`config.mk`:
```
export PLATFORM = sky130hd
export DESIGN_NAME = dmem_arbiter_flat
export DESIGN_NICKNAME = d
export VERILOG_FILES = /design/src/rtl/dmem_arbiter_if.sv /design/src/rtl/dmem_arbiter.sv /design/src/flat_wrapper.sv
export SDC_FILE = /design/constraint.sdc
export NUM_CORES = 1
export LEC_CHECK = 0
export CORE_ASPECT_RATIO = 0.9
export CORE_MARGIN = 2
export CORE_UTILIZATION = 35
export DETAILED_ROUTE_END_ITERATION = 10
export HOLD_SLACK_MARGIN = 0.12
export PLACE_DENSITY = 0.69
export REMOVE_ABC_BUFFERS = 1
export SYNTH_ARGS = -nofsm -noshare
export SYNTH_HDL_FRONTEND = slang
export SYNTH_SLANG_ARGS = --single-unit
```
`constraint.sdc`:
```
create_clock -name clk -period 5.05 [get_ports clk]
set_input_delay 0.7575 -clock clk [delete_from_list [all_inputs] [get_ports clk]]
set_output_delay 0.7575 -clock clk [all_outputs]
set_load 0.1 [all_outputs]
```
`src/rtl/dmem_arbiter_if.sv`:
```
// Bus bundle between the two memory requesters, the arbiter and data_memory.
interface dmem_arbiter_if #(
  parameter int ADDR_W = 5,
  parameter int DATA_W = 32
);
  logic              m0_req;
  logic              m0_we;
  logic [ADDR_W-1:0] m0_addr;
  logic [DATA_W-1:0] m0_wdata;
  logic              m0_ack;
  logic [DATA_W-1:0] m0_rdata;

  logic              m1_req;
  logic              m1_we;
  logic [ADDR_W-1:0] m1_addr;
  logic [DATA_W-1:0] m1_wdata;
  logic              m1_ack;
  logic [DATA_W-1:0] m1_rdata;

  logic [ADDR_W-1:0] mem_addr;
  logic [DATA_W-1:0] mem_wdata;
  logic              MemWrite;
  logic              MemRead;
  logic [DATA_W-1:0] mem_rdata;

  logic              busy;

  // Arbiter side
  modport slave (
    input  m0_req, m0_we, m0_addr, m0_wdata,
    input  m1_req, m1_we, m1_addr, m1_wdata,
    input  mem_rdata,
    output m0_ack, m0_rdata, m1_ack, m1_rdata,
    output mem_addr, mem_wdata, MemWrite, MemRead, busy
  );

  // Requester / memory side
  modport master (
    output m0_req, m0_we, m0_addr, m0_wdata,
    output m1_req, m1_we, m1_addr, m1_wdata,
    output mem_rdata,
    input  m0_ack, m0_rdata, m1_ack, m1_rdata,
    input  mem_addr, mem_wdata, MemWrite, MemRead, busy
  );
endinterface

```
`src/rtl/dmem_arbiter.sv`:
```
// Round-robin arbiter and access sequencer for the single-ported data memory.
// Port 0 = load/store unit, port 1 = debug/loader.
//
// state | meaning
// IDLE  | no transaction; pick a winner among pending requests
// ISSUE | first memory cycle: write strobe, or first read cycle
// WAIT  | remaining read-latency cycles, address held
// DONE  | one-cycle ack to the winner
module dmem_arbiter #(
  parameter int ADDR_W  = 5,
  parameter int DATA_W  = 32,
  parameter int MEM_LAT = 1
) (
  input  logic clk,
  input  logic rst,
  dmem_arbiter_if.slave bus
);

  typedef enum logic [1:0] {
    IDLE  = 2'd0,
    ISSUE = 2'd1,
    WAIT  = 2'd2,
    DONE  = 2'd3
  } state_t;

  // Latency is at most 4, so 3 bits covers every counter value with headroom.
  localparam int CNT_W = 3;
  localparam logic [CNT_W-1:0] CNT_LAST = CNT_W'(MEM_LAT - 1);

  state_t            state;
  logic              lastGnt;
  logic [CNT_W-1:0]  cnt;
  logic              selQ;
  logic              weQ;
  logic [ADDR_W-1:0] addrQ;
  logic [DATA_W-1:0] wdataQ;

  logic              m0Ack;
  logic              m1Ack;
  logic [DATA_W-1:0] m0Rdata;
  logic [DATA_W-1:0] m1Rdata;
  logic [ADDR_W-1:0] memAddr;
  logic [DATA_W-1:0] memWdata;
  logic              memWrite;
  logic              memRead;
  logic              busyQ;

  logic              anyReq;
  logic              winner;
  logic              winWe;
  logic [ADDR_W-1:0] winAddr;
  logic [DATA_W-1:0] winWdata;

  // Round-robin pick: on a tie the port that did not win last time goes first.
  always_comb begin
    anyReq = bus.m0_req | bus.m1_req;
    if (bus.m0_req && bus.m1_req) begin
      winner = ~lastGnt;
    end else begin
      winner = bus.m1_req;
    end
    winWe    = winner ? bus.m1_we    : bus.m0_we;
    winAddr  = winner ? bus.m1_addr  : bus.m0_addr;
    winWdata = winner ? bus.m1_wdata : bus.m0_wdata;
  end

  // Sequencer FSM; every output is a register so strobes are glitch-free and
  // drop together with the asynchronous reset.
  always_ff @(posedge clk or posedge rst) begin
    if (rst) begin
      state    <= IDLE;
      lastGnt  <= 1'b1;
      cnt      <= '0;
      selQ     <= 1'b0;
      weQ      <= 1'b0;
      addrQ    <= '0;
      wdataQ   <= '0;
      m0Ack    <= 1'b0;
      m1Ack    <= 1'b0;
      m0Rdata  <= '0;
      m1Rdata  <= '0;
      memAddr  <= '0;
      memWdata <= '0;
      memWrite <= 1'b0;
      memRead  <= 1'b0;
      busyQ    <= 1'b0;
    end else begin
      m0Ack <= 1'b0;
      m1Ack <= 1'b0;
      case (state)
        IDLE: begin
          if (anyReq) begin
            selQ     <= winner;
            lastGnt  <= winner;
            weQ      <= winWe;
            addrQ    <= winAddr;
            wdataQ   <= winWdata;
            memAddr  <= winAddr;
            memWdata <= winWdata;
            memWrite <= winWe;
            memRead  <= ~winWe;
            busyQ    <= 1'b1;
            state    <= ISSUE;
          end
        end
        ISSUE: begin
          if (weQ) begin
            memWrite <= 1'b0;
            memAddr  <= '0;
            memWdata <= '0;
            m0Ack    <= ~selQ;
            m1Ack    <= selQ;
            state    <= DONE;
          end else begin
            cnt <= CNT_W'(1);
            if (MEM_LAT == 1) begin
              if (selQ) m1Rdata <= bus.mem_rdata;
              else      m0Rdata <= bus.mem_rdata;
              memRead  <= 1'b0;
              memAddr  <= '0;
              memWdata <= '0;
              m0Ack    <= ~selQ;
              m1Ack    <= selQ;
              state    <= DONE;
            end else begin
              state <= WAIT;
            end
          end
        end
        WAIT: begin
          if (cnt == CNT_LAST) begin
            if (selQ) m1Rdata <= bus.mem_rdata;
            else      m0Rdata <= bus.mem_rdata;
            memRead  <= 1'b0;
            memAddr  <= '0;
            memWdata <= '0;
            m0Ack    <= ~selQ;
            m1Ack    <= selQ;
            state    <= DONE;
          end else begin
            cnt <= cnt + CNT_W'(1);
          end
        end
        DONE: begin
          cnt   <= '0;
          busyQ <= 1'b0;
          state <= IDLE;
        end
        default: state <= IDLE;
      endcase
    end
  end

  // Address and write data are re-driven from the latched copies above;
  // addrQ/wdataQ keep the granted request immune to later requester changes.
  assign bus.m0_ack    = m0Ack;
  assign bus.m1_ack    = m1Ack;
  assign bus.m0_rdata  = m0Rdata;
  assign bus.m1_rdata  = m1Rdata;
  assign bus.mem_addr  = memAddr;
  assign bus.mem_wdata = memWdata;
  assign bus.MemWrite  = memWrite;
  assign bus.MemRead   = memRead;
  assign bus.busy      = busyQ;

endmodule

```
`src/flat_wrapper.sv`:
```
// flat-port wrapper written by rule: the top's interface ports become plain ports
module dmem_arbiter_flat 
#(
  parameter int ADDR_W  = 5,
  parameter int DATA_W  = 32,
  parameter int MEM_LAT = 1
)
  (clk, rst, bus_m0_req, bus_m0_we, bus_m0_addr, bus_m0_wdata, bus_m1_req, bus_m1_we, bus_m1_addr, bus_m1_wdata, bus_mem_rdata, bus_m0_ack, bus_m0_rdata, bus_m1_ack, bus_m1_rdata, bus_mem_addr, bus_mem_wdata, bus_MemWrite, bus_MemRead, bus_busy);
  dmem_arbiter_if #(.ADDR_W(ADDR_W), .DATA_W(DATA_W)) bus_i ();
  input  logic clk;
  input  logic rst;
  input wire logic [$bits(bus_i.m0_req)-1:0] bus_m0_req;
  input wire logic [$bits(bus_i.m0_we)-1:0] bus_m0_we;
  input wire logic [$bits(bus_i.m0_addr)-1:0] bus_m0_addr;
  input wire logic [$bits(bus_i.m0_wdata)-1:0] bus_m0_wdata;
  input wire logic [$bits(bus_i.m1_req)-1:0] bus_m1_req;
  input wire logic [$bits(bus_i.m1_we)-1:0] bus_m1_we;
  input wire logic [$bits(bus_i.m1_addr)-1:0] bus_m1_addr;
  input wire logic [$bits(bus_i.m1_wdata)-1:0] bus_m1_wdata;
  input wire logic [$bits(bus_i.mem_rdata)-1:0] bus_mem_rdata;
  output wire logic [$bits(bus_i.m0_ack)-1:0] bus_m0_ack;
  output wire logic [$bits(bus_i.m0_rdata)-1:0] bus_m0_rdata;
  output wire logic [$bits(bus_i.m1_ack)-1:0] bus_m1_ack;
  output wire logic [$bits(bus_i.m1_rdata)-1:0] bus_m1_rdata;
  output wire logic [$bits(bus_i.mem_addr)-1:0] bus_mem_addr;
  output wire logic [$bits(bus_i.mem_wdata)-1:0] bus_mem_wdata;
  output wire logic [$bits(bus_i.MemWrite)-1:0] bus_MemWrite;
  output wire logic [$bits(bus_i.MemRead)-1:0] bus_MemRead;
  output wire logic [$bits(bus_i.busy)-1:0] bus_busy;
  assign bus_i.m0_req = bus_m0_req;
  assign bus_i.m0_we = bus_m0_we;
  assign bus_i.m0_addr = bus_m0_addr;
  assign bus_i.m0_wdata = bus_m0_wdata;
  assign bus_i.m1_req = bus_m1_req;
  assign bus_i.m1_we = bus_m1_we;
  assign bus_i.m1_addr = bus_m1_addr;
  assign bus_i.m1_wdata = bus_m1_wdata;
  assign bus_i.mem_rdata = bus_mem_rdata;
  assign bus_m0_ack = bus_i.m0_ack;
  assign bus_m0_rdata = bus_i.m0_rdata;
  assign bus_m1_ack = bus_i.m1_ack;
  assign bus_m1_rdata = bus_i.m1_rdata;
  assign bus_mem_addr = bus_i.mem_addr;
  assign bus_mem_wdata = bus_i.mem_wdata;
  assign bus_MemWrite = bus_i.MemWrite;
  assign bus_MemRead = bus_i.MemRead;
  assign bus_busy = bus_i.busy;
  dmem_arbiter #(.ADDR_W(ADDR_W), .DATA_W(DATA_W), .MEM_LAT(MEM_LAT)) u_core (.clk(clk), .rst(rst), .bus(bus_i));
endmodule
```
; Yosys cells after proc, flatten, opt, wreduce, memory -nomap -nowiden
; Cells that the tools add are included.
[totals]
register_bits = 114
input_bits = 112
word_cells = 80
[op_classes]
add_sub_neg = 1
n_eq_ne = 8
mux = 37
bitwise_logic = 4
n_reduce_logical = 16
[op_table]
columns = cell, n
row1 = 2-to-1 mux 32 bit, 9
row2 = one-hot mux 32 bit (2 select lines), 2
row3 = one-hot mux 32 bit (3 select lines), 1
row4 = 2-to-1 mux 5 bit, 3
row5 = one-hot mux 5 bit (3 select lines), 1
row6 = AND reduction 3 bit, 4
row7 = 2-to-1 mux 1 bit, 10
row8 = one-hot mux 3 bit (3 select lines), 1
row9 = one-hot mux 1 bit (2 select lines), 4
row10 = one-hot mux 2 bit (4 select lines), 1
row11 = 2-to-1 mux 3 bit, 2
row12 = "inequality test 2 x 1 -> 1 bit, second input constant", 3
row13 = AND reduction 2 bit, 3
row14 = nonzero test 2 bit, 3
row15 = nonzero test 3 bit, 2
row16 = "equality test 2 bit, second input constant", 2
row17 = 2-to-1 mux 2 bit, 2
row18 = "inequality test 2 bit, second input constant", 2
row19 = AND reduction 4 bit, 1
row20 = "adder 3 x 1 -> 3 bit, second input constant", 1
row21 = zero test 3 bit, 1
row22 = inverter 1 bit, 3
row23 = one-hot mux 1 bit (3 select lines), 1
row24 = "equality test 2 x 1 -> 1 bit, second input constant", 1
row25 = 3 further kinds, 3

; Logic depth before layout (Yosys ltp)
[logic_depth]
word_depth = 6
depth_mapped = 7
depth_no_buf = 5

; Worst setup path after synthesis
; No wires, ideal clock.
[synth_path]
kind = register to register
startpoint = register u_core.state[1]
endpoint = register u_core.m1Rdata[21], in the netlist u_core.bus.m1_rdata[21]
setup_time_ns = 0.125
arrival_time_ns = 1.787
slack_ns = 3.138
stages_incl_launch_ff = 8
path_buffers = 2
path_cell_list = dfrtp_1 inv_1 ha_1 and2_1 buf_6 a211oi_4 buf_6 mux2_2
[synth_between]
elab_chain_cells = 3
[synth_rtl]
columns = item, line_no
row1 = start: declaration, dmem_arbiter.sv:30  ; state_t state;
row2 = start signal: assignment, dmem_arbiter.sv:71  ; state <= IDLE;
row3 = start signal: assignment, dmem_arbiter.sv:103  ; state <= ISSUE;
row4 = start signal: assignment, dmem_arbiter.sv:113  ; state <= DONE;
row5 = equality test 2 x 1 -> 1 bit / equality test 2 bit (equally long branches), dmem_arbiter.sv:90  ; case (state)
row6 = inequality test 2 bit (no source line) (tied with other cells), n/a
row7 = AND reduction 3 bit (no source line), n/a
row8 = end signal: assignment, dmem_arbiter.sv:117  ; if (selQ) m1Rdata <= bus.mem_rdata;
row9 = end signal: assignment, dmem_arbiter.sv:132  ; if (selQ) m1Rdata <= bus.mem_rdata;
row10 = end: declaration, dmem_arbiter.sv:41  ; logic [DATA_W-1:0] m1Rdata;
; Several ways; a longest one is shown, not always the timed one.
; A chain may end at the register's enable or synchronous reset.

; Final worst setup path
[layout_path]
startpoint = register u_core.memWdata[24], in the netlist u_core.bus.mem_wdata[24]
endpoint = output port bus_mem_wdata[24]
[layout_rtl]
columns = item, line_no
row1 = start: declaration, dmem_arbiter.sv:43  ; logic [DATA_W-1:0] memWdata;
row2 = start signal: assignment, dmem_arbiter.sv:99  ; memWdata <= winWdata;
row3 = end: declaration, flat_wrapper.sv:26  ; output wire logic [$bits(bus_i.mem_wdata)-1:0] bus_mem_wdata;
; No word-level cell between the ends.

==> impl_metrics.ini <==
[cts]
cts_setup_buffers = 0
ctsHoldBuffers = 0
cts.sinks = 114
tritoncts = yes
cts_buffers = 17
clkLatencyLatePin_ns = 0.41
clk_pin_slew_ns = 0.05
cts_max_level = 4
cts-resized-gates = 0
clk_path_buf_depth = 2
cts_root_buffer = clkbuf_16

[sta]
relSlewSlack = 0.294
worst_clock_skew_ns = 0.00819
slew_viol_final = 0
worst_slew_pin_slew_ns = 1.05
fmax_mhz = 369
setup-violations-final = 0
finalSetupTns_ns = 0
final_hold_viol_count = 0
post-route-min-period_ns = 2.71
rsz0062_at_grt = false
fin_crit_sh = 0.537

[floorplanning]
ios = 218
initial_core_util = 0.355
rows = 41
die_h_um = 117
die_x_um = 129
core-area_mm2 = 0.0140
dieArea_mm2 = 0.0151

[yosys]
ys_types = 35
syn_area_mm2 = 0.00496
ys_ff_latch = 114
synthCells = 344
yosys_warnings = 0
ys_seq_area_frac = 0.576
synth.avg_cell_area_um2 = 14.4

[route]
routed_wl_mm = 13.2
drc = 0
wl_per_cell_um = 17.1
drt_iter0_drc = 99
ant_nets = 0
drt-pass1-iter-count = 4
vias_per_cell = 4.80
vias = 3705

[critical_path]
crit_chain = clkdlybuf4s50_1
path_buf_inv = 1
cp.required_ns = 4.29
cp_max_fo = 2
crit_family = buffers and inverters
start_kind = flop
cp-end-kind = output pin
cp.arrival_ns = 1.95
rrSetupSlack_ns = 2.62
cp_slowest_stage_delay_ns = 1.17
crit_slowest_cell = clkdlybuf4s50_1
path_class = reg2out

[layout]
final_cells = 772
area_growth_pct = 59.0
layout.nets = 685
antenna_cells = 0
n_fill_cell = 1177
drive_gt1_frac = 0.164
final_util = 0.565

[grt]
antenna_found_initial = 0
gr-total-overflow = 0
grt_pass1_vias = 3860
grt_use_total = 0.176
grt_pass1_wl_mm = 20.2
grt_max_degree = 67

[flow_run]
cap_violations = 0

[placement]
gp_congestion = 0.804
place_inst = 740
numPortBuffers = 217
dp_hpwl_mm = 9.36

[worst_hold_path]
hold_class = reg2reg

[run_status]
status = complete, no violations
kinds of logic after synthesis:
group / Yosys count / synth area share
DFF: 114 / 0.576
buffers and inverters: 30 / 0.0427
adders and majority gates: 7 / 0.0177
AOI/OAI and AO/OA: 65 / 0.111
muxes: 104 / 0.227
and+or+nand+nor: 24 / 0.0265
placed cells by master (no fill, tap or decap), types with 6 or more instances in the layout:
master	count
mux2_1	15
ha_1	7
a21oi_1	6
clkdlybuf4s50_1	217
o2bb2ai_1	37
buf_4	6
mux2_2	51
clkbuf_16	17
dfrtp_1	113
inv_1	9
mux2i_1	38
metrics by stage:
step                cell area [µm²]  worst slack (ns)  hold slack, ns
detailed placement             7250              2.36           0.473
finish                         7880              2.34           0.485
global route                   7880              2.29           0.495
global placement               7250              2.45           0.467
CTS                            7880              2.29           0.488
floorplan                      4780              1.28           0.501
cell type report:
class,instances,area (µm²),share of cell area
Clock buffer,22,474,0.0602
Clock inverter,10,155,0.0197
Inverter,10,40.0,0.00508
Multi-Input combinational cell,200,1900,0.241
Sequential cell,114,2850,0.362
Tap cell,193,241,0.0306
Timing Repair Buffer,223,2220,0.281
sequential cells by signal, indices dropped and copies added (netlist names), 2 cells and up:
name / flops
u_core.bus.mem_addr: 5
u_core.bus.m1_rdata: 32
u_core.bus.m0_rdata: 32
u_core.state: 2
u_core.cnt: 3
u_core.bus.mem_wdata: 32
cell usage after synthesis (all sizes together):
library cell	n	area (µm²)
dfrtp	113	2830
o2111ai	1	8.76
ha	7	87.6
o211ai	3	32.5
nand2	5	18.8
o2bb2ai	37	324
o32ai	2	17.5
or3b	1	8.76
inv	10	37.5
buf	19	169
clkbuf	1	5.00
a31oi	3	18.8
a221oi	3	26.3
o21ai	5	25.0
nand2b	4	27.5
mux2	66	743
nor3b	1	7.51
nand4	1	6.26
o311ai	1	8.76
dfstp	1	26.3
a211oi	3	47.6
or4	1	7.51
and2	3	18.8
nor2	5	18.8
nor3	1	5.00
a21oi	6	30.0
a21bo	1	10.0
mux2i	38	380
nor2b	2	12.5
final timing paths:
check | start | to | cells after the start
min in group asynchronous | rst | u_core.bus.mem_wdata[28] | 3
max reg2reg | u_core.state[0] | u_core.bus.mem_wdata[31] | 5
max in group asynchronous | rst | u_core.bus.m1_rdata[16] | 3
max | u_core.bus.mem_wdata[24] | bus_mem_wdata[24] | 1
min | u_core.bus.mem_addr[1] | u_core.bus.mem_addr[1] | 1
min reg2reg | u_core.bus.mem_addr[1] | u_core.bus.mem_addr[1] | 1
metal layers:
layer	global-route usage	vias to the layer above	part of all wire	routed length (µm)
li1	-	1720	-	-
met1	0.206	1793	0.41	5380
met2	0.269	179	0.44	5830
met3	0.0995	13	0.14	1820
met4	0.0753	0	0.014	181
met5	0	-	0	0
Power is not shown: default switching activity piles up to over one toggle a cycle in this logic, so the estimate is an artifact.
